==> src/rtl/param_bus_mux.sv <==
// rtl/param_bus_mux.sv - registered priority bus multiplexer with conflict capture and transfer counter
module param_bus_mux #(
  parameter int WIDTH     = 32,
  parameter int NSRC      = 25,
  parameter int REG_OUT   = 1,
  parameter int IDLE_HOLD = 0,
  parameter int CNTW      = 16,
  parameter int SELW      = $clog2(NSRC)
) (
  input  logic                    clock,
  input  logic                    clear_n,
  input  logic [NSRC*WIDTH-1:0]   src_data,
  input  logic [NSRC-1:0]         src_out,
  input  logic                    hold,
  input  logic                    err_clr,
  output logic [WIDTH-1:0]        bus_out,
  output logic                    bus_valid,
  output logic [SELW-1:0]         bus_sel,
  output logic                    conflict,
  output logic [NSRC-1:0]         conflict_mask,
  output logic [CNTW-1:0]         xfer_count
);

  localparam logic [CNTW-1:0] CountMax = {CNTW{1'b1}};

  logic [WIDTH-1:0] pickWord;
  logic [WIDTH-1:0] nextWord;
  logic [WIDTH-1:0] wordQ;
  logic [SELW-1:0]  winner;
  logic [SELW-1:0]  nextSel;
  logic [SELW-1:0]  selQ;
  logic             anySrc;
  logic             multiSrc;
  logic             validQ;
  logic             loadValid;
  logic             conflictQ;
  logic [NSRC-1:0]  maskQ;
  logic [CNTW-1:0]  xferQ;

  // Priority resolve: the last set enable scanned (highest index) wins; a second set bit flags multi-drive.
  always_comb begin
    winner   = '0;
    pickWord = '0;
    anySrc   = 1'b0;
    multiSrc = 1'b0;
    for (int i = 0; i < NSRC; i++) begin
      if (src_out[i]) begin
        multiSrc = multiSrc | anySrc;
        anySrc   = 1'b1;
        winner   = SELW'(i);
        pickWord = src_data[i*WIDTH +: WIDTH];
      end
    end
  end

  // Idle policy: either park the bus at zero or keep presenting the last driven word and index.
  always_comb begin
    nextWord = '0;
    nextSel  = '0;
    if (anySrc) begin
      nextWord = pickWord;
      nextSel  = winner;
    end else if (IDLE_HOLD != 0) begin
      nextWord = wordQ;
      nextSel  = selQ;
    end
  end

  // A transfer counts when a driven word is accepted; hold only stalls the registered variant.
  assign loadValid = anySrc && ((REG_OUT == 0) || !hold);

  // Bus word register: pipeline stage when registered, otherwise the retention store for the idle word.
  always_ff @(posedge clock or negedge clear_n) begin
    if (!clear_n) begin
      wordQ  <= '0;
      selQ   <= '0;
      validQ <= 1'b0;
    end else if (REG_OUT != 0) begin
      if (!hold) begin
        wordQ  <= nextWord;
        selQ   <= nextSel;
        validQ <= anySrc;
      end
    end else if (anySrc) begin
      wordQ  <= pickWord;
      selQ   <= winner;
      validQ <= 1'b1;
    end
  end

  // Sticky conflict capture; err_clr coinciding with a new conflict re-arms on the current enables.
  always_ff @(posedge clock or negedge clear_n) begin
    if (!clear_n) begin
      conflictQ <= 1'b0;
      maskQ     <= '0;
    end else if (err_clr) begin
      conflictQ <= multiSrc;
      maskQ     <= multiSrc ? src_out : '0;
    end else if (multiSrc && !conflictQ) begin
      conflictQ <= 1'b1;
      maskQ     <= src_out;
    end
  end

  // Saturating transfer counter, cleared only by reset.
  always_ff @(posedge clock or negedge clear_n) begin
    if (!clear_n) begin
      xferQ <= '0;
    end else if (loadValid && (xferQ != CountMax)) begin
      xferQ <= xferQ + 1'b1;
    end
  end

  // The combinational variant is forced to zero during reset so every output reads 0 while clear_n is low.
  assign bus_out       = (REG_OUT != 0) ? wordQ  : (clear_n ? nextWord : '0);
  assign bus_sel       = (REG_OUT != 0) ? selQ   : (clear_n ? nextSel  : '0);
  assign bus_valid     = (REG_OUT != 0) ? validQ : (clear_n && anySrc);
  assign conflict      = conflictQ;
  assign conflict_mask = maskQ;
  assign xfer_count    = xferQ;

endmodule

==> config.mk <==
export PLATFORM = sky130hd
export DESIGN_NAME = param_bus_mux
export DESIGN_NICKNAME = d
export VERILOG_FILES = /design/src/rtl/param_bus_mux.sv
export SDC_FILE = /design/constraint.sdc
export NUM_CORES = 1
export LEC_CHECK = 0
export ABC_AREA = 1
export CORE_AREA = 5 5 355 357
export CTS_CLUSTER_DIAMETER = 150
export DETAILED_ROUTE_END_ITERATION = 7
export DIE_AREA = 0 0 360 362
export DONT_BUFFER_PORTS = 1
export SETUP_SLACK_MARGIN = 0.02
export SLEW_MARGIN = 30
export SYNTH_ARGS = -nofsm -noshare
export SYNTH_HDL_FRONTEND = slang
export SYNTH_SLANG_ARGS = --single-unit
==> constraint.sdc <==
create_clock -name clock -period 1.9 [get_ports clock]
set_clock_uncertainty 0.2 [all_clocks]
set_input_delay 0.285 -clock clock [delete_from_list [all_inputs] [get_ports clock]]
set_output_delay 0.285 -clock clock [all_outputs]
set_load 0.05 [all_outputs]
# == Word level (Yosys, flattened, before mapping) ==
# Index checks and enable logic that the tools add are counted.
# word_totals
out_inout_bits,80
in_bits,829
reg_bits,80
elab_cells,142
# classes
n_eq_ne,1
muxes,105
reduce_logical,6
addsub,1
bitwise_logic,23
# ops
op,n
32-bit 2-to-1 mux,26
5-bit 2-to-1 mux,23
25-bit 2-to-1 mux,3
1-bit 2-to-1 mux,52
1-bit OR,23
16-bit by 1-bit adder with 16-bit output (second input constant),1
16-bit inequality test (second input constant),1
1-bit logical AND,3
1-bit zero test,2
2-bit 2-to-1 mux,1
2-bit nonzero test,1

# == Depth between registers and ports, before layout ==
# depth
ltp_word,51
depth_mapped,23
ltp_nobuf,22

# == Worst setup path after synthesis ==
# Ideal clock, no wire load.
# synth_timing
path_type,register to register
from,"reg xferQ[0], in the netlist xfer_count[0]"
to,"reg xferQ[14], in the netlist xfer_count[14]"
setup_slack_ps,-427
stages_incl_launch_ff,12
n_path_buf,0
arrival_time_ps,2045
synth_period_minus_slack_ps,2327
path_cell_list,dfrtp_1 ha_1 nand3_1 nor3_1 nand4_1 inv_1 nand2_1 nand2_2 nor4_4 nand2_1 nor3_1 xor2_1
# synth_via
elab_chain_len,2
# synth_rtl
element,line_no,text
from (decl),38,logic [CNTW-1:0] xferQ;
from (signal assigned),110,xferQ <= xferQ + 1'b1;
"parallel branches: the longest is 2 deep, another holds 16-bit by 1-bit adder with 16-bit output",n/a,
# Several ways; the timed one is not identified.
# A chain may end at the register's enable or synchronous reset.

# == Final worst setup path ==
# layout_timing
from,in src_out[2]
to,"reg wordQ[6], in the netlist bus_out[6]"
# layout_via
elab_chain_len,24
# layout_rtl
element,line_no,text
from (decl),13,"input logic [NSRC-1:0] src_out,"
32-bit 2-to-1 mux / 1-bit 2-to-1 mux (equally long branches) (23 in a row),47,if (src_out[i]) begin
32-bit 2-to-1 mux *,60,if (anySrc) begin
to (signal assigned),80,wordQ <= nextWord;
to (signal assigned),85,wordQ <= pickWord;
to (decl),28,logic [WIDTH-1:0] wordQ;
# Every way passes the cells marked *; elsewhere a longest branch is shown, timed or not.

==> out/qor.csv <==
metric,value,unit
ys_types,37,
grt_max_degree,81,
ctsHoldBuffers,65,
post_drt_via_cell_ratio,4.27,
cts_sinks,80,
place.port_buffers,0,
grt_first_pass_wirelength,155000,microns
synth_top_area_share,0.284,
dp_hpwl,104000,microns
fillers,14100,
pwr-share-seq,0.283,
syn_inst,1925,
hold_violations,80,
internal_power,4.77,mW
hold_ws,-0.625,ns
core_area,0.123,sq mm
clock_path_buffers,2,
hp-class,in -> async,
critPathTopFamily,simple AND/OR/NAND/NOR gates,
rows,129,
num_vias,16400,
final_common_cell,nand2_1,
fin_ws,-0.341,ns
finalSetupViolations,64,
nets,2999,
dieArea,0.130,sq mm
syn-cell-area,0.0109,sq mm
antenna_found_initial,44,
maxSlewHeadroom,0.450,
wl_per_cell,31.8,microns
setup_tns,-14.21,ns
ant_nets,0,
path_class,in -> reg,
leakage,8.15,nW
mostFrequentLayoutCells,"nand2_1 (518), buf_4 (193), nor2_1 (182)",
syn_to_final_growth,76.1,%
slew_violations,0,
post-route-period-util,1.18,
cts_root_buf,clkbuf_16,
tightest_slew,0.825,ns
die_x,360,microns
postRouteWirelength,122000,microns
die_y,362,microns
gp_congestion,0.980,
clkPwrFrac,0.203,
io_pins,909,
start_util,0.0889,
synth-seq-cells,80,
syn_nets,2755,
ir_worst_vdd,0.464,mV
crit_path_top_delay_cell,a21oi_4,
fin_util,0.157,
drc,0,
drt_iter0_drc,1724,
track_usage,0.177,
max_cap_violations,0,
cp.arrival,2.33,ns
h-tree-depth,3,
powerDensity,486,mW/mm^2
first_global_vias,16000,
slowest_delay,0.27,ns
cts_buffers,9,
worstSkewPairLatency,0.40,ns
cts_tree,yes,
place_inst,3692,
crit_chain,"nor2_4, buf_6, buf_8, nand2_4, a21oi_4, o21ai_4, nand2_2, a21oi_2, o21ai_2, buf_6, nand2_8, nand2_2, nand2_2, nand2_4, nand2_2, nand2_1, nand2_1, nand2_1, nand2_1",
worst-path-max-fanout,30,
yosysWarnings,0,
status,"complete, but fails checks",
end_kind,flip-flop,
drive_gt1_frac,0.421,
synth_area_leader_cell,nand2_1,
violations,"hold timing, setup timing",
fin_cells,3840,
required,1.99,ns
grt-ovfl-total,0,
rsz0062_at_grt,true,
power.switching,4.57,mW
seq_area_frac_synth,0.184,
p_comb_frac,0.515,
drt_first_pass_iters,8,
clk_pin_slew,0.08,ns
finalCriticalPeriod,2.24,ns
synth.avg_cell_area,5.67,sq um
start_kind,input port,
fmax,0.446,GHz
p_sw_frac,0.490,
cp.buffers_inverters,3,
synthTopCellsByArea,"nand2_1 (28%), dfrtp_1 (18%), o221a_2 (10%)",
## cell type report
cell class | instances | area (sq um) | share of cell area
clock inverter | 6 | 48.8 | 0.00254
multi-input combinational | 1521 | 10100 | 0.526
sequential | 80 | 2010 | 0.105
timing repair buffer | 368 | 3910 | 0.204
tap | 1637 | 2050 | 0.107
inverter | 189 | 764 | 0.0398
antenna | 29 | 72.6 | 0.00378
clock buffer | 10 | 239 | 0.0124
## path summary, 6_finish.rpt
path	from	to	slack [ns]	depth (start not counted)
max	src_out[2]	bus_out[6]$_DFFE_PN0N_	-0.34	19
min	clear_n	bus_valid$_DFFE_PN0N_	-0.62	0
max reg2reg	xfer_count[1]$_DFFE_PN0P_	xfer_count[8]$_DFFE_PN0P_	-0.12	11
min reg2reg	conflict_mask[12]$_DFFE_PN0P_	conflict_mask[12]$_DFFE_PN0P_	0.32	2
max in group asynchronous	clear_n	conflict_mask[2]$_DFFE_PN0P_	1.88	0
min in group clock	src_data[719]	bus_out[15]$_DFFE_PN0N_	0.02	4
## cells in the mapped netlist
cell	count
a21boi_0	1
o221a_1	2
o2111ai_1	1
buf_2	23
xnor2_1	5
o21ai_1	31
nor3_2	1
nand3_1	102
inv_1	166
buf_4	4
o22ai_1	59
nand3_2	4
o21ai_2	1
ha_1	1
nor3_1	5
a21oi_1	35
buf_1	15
dfrtp_1	80
nor2_8	1
clkbuf_1	90
o221a_2	101
a221oi_1	104
nor4_4	2
nand2_1	824
buf_6	3
o21a_1	1
nor2_2	5
mux2_2	1
nand4_1	4
nor2_4	1
nor2_1	196
o221ai_1	1
inv_2	17
o21ai_0	19
nand2_2	3
xor2_1	10
clkinv_1	6
## metal layers
layer	vias up	global-route usage	wire [microns]
met4	16	0.0482	4170
met2	1191	0.282	55400
met1	8007	0.233	50800
met3	198	0.0531	11700
met5	-	0	104
li1	6966	-	-
## timing repair
action                                  4_1_cts  5_1_grt
resized for setup                           524      207
cloned                                        7        1
pin swaps                                   147      238
buffers inserted                             41       15
endpoints found under the hold margin       127       80
endpoints found under the setup margin       73       77
## cell families after synthesis
group,Yosys count,synth area share
and+or+nand+nor,1148,0.418
AOI/OAI and AO/OA,356,0.266
muxes,1,0.00103
DFF,80,0.184
adders and majority gates,1,0.00115
buffers and inverters,324,0.118
xor gates and xnor gates,15,0.0120
## worst register-to-register path: stages (launching register included)
cell and delay (ns):
dfrtp_2 0.44, ha_4 0.18, nand3_4 0.09, nor3_4 0.04
nand4_1 0.14, inv_2 0.06, nand2_4 0.10, nand2_8 0.07
nor4_4 0.18, buf_4 0.17, nand3_2 0.08, xnor2_2 0.16
## per-stage QoR
step,setup WS [ns],area (sq um),power [mW]
final,-0.341,19200,9.34
after global routing,-0.452,19200,9.81
after CTS,-0.383,18500,9.29
after detailed placement,-1.72,15200,6.44
after global placement,-1.71,15200,6.44
after floorplan,-0.160,11100,4.62
## sequential cells by signal, indices dropped and copies added, names as in the netlist
| signal | flops |
|---|---|
| bus_out | 32 |
| bus_sel | 5 |
| bus_valid | 1 |
| conflict | 1 |
| conflict_mask | 25 |
| xfer_count | 16 |
## power groups by stage
stage	clock network, mW	logic (mW)	registers (mW)
floorplan	0	1.68	2.94
global placement	0	3.78	2.66
detailed placement	0	3.79	2.66
CTS	1.99	4.65	2.64
global route	2.03	5.11	2.67
finish	1.89	4.80	2.64
No activity file was read; power rests on OpenSTA's default activity.
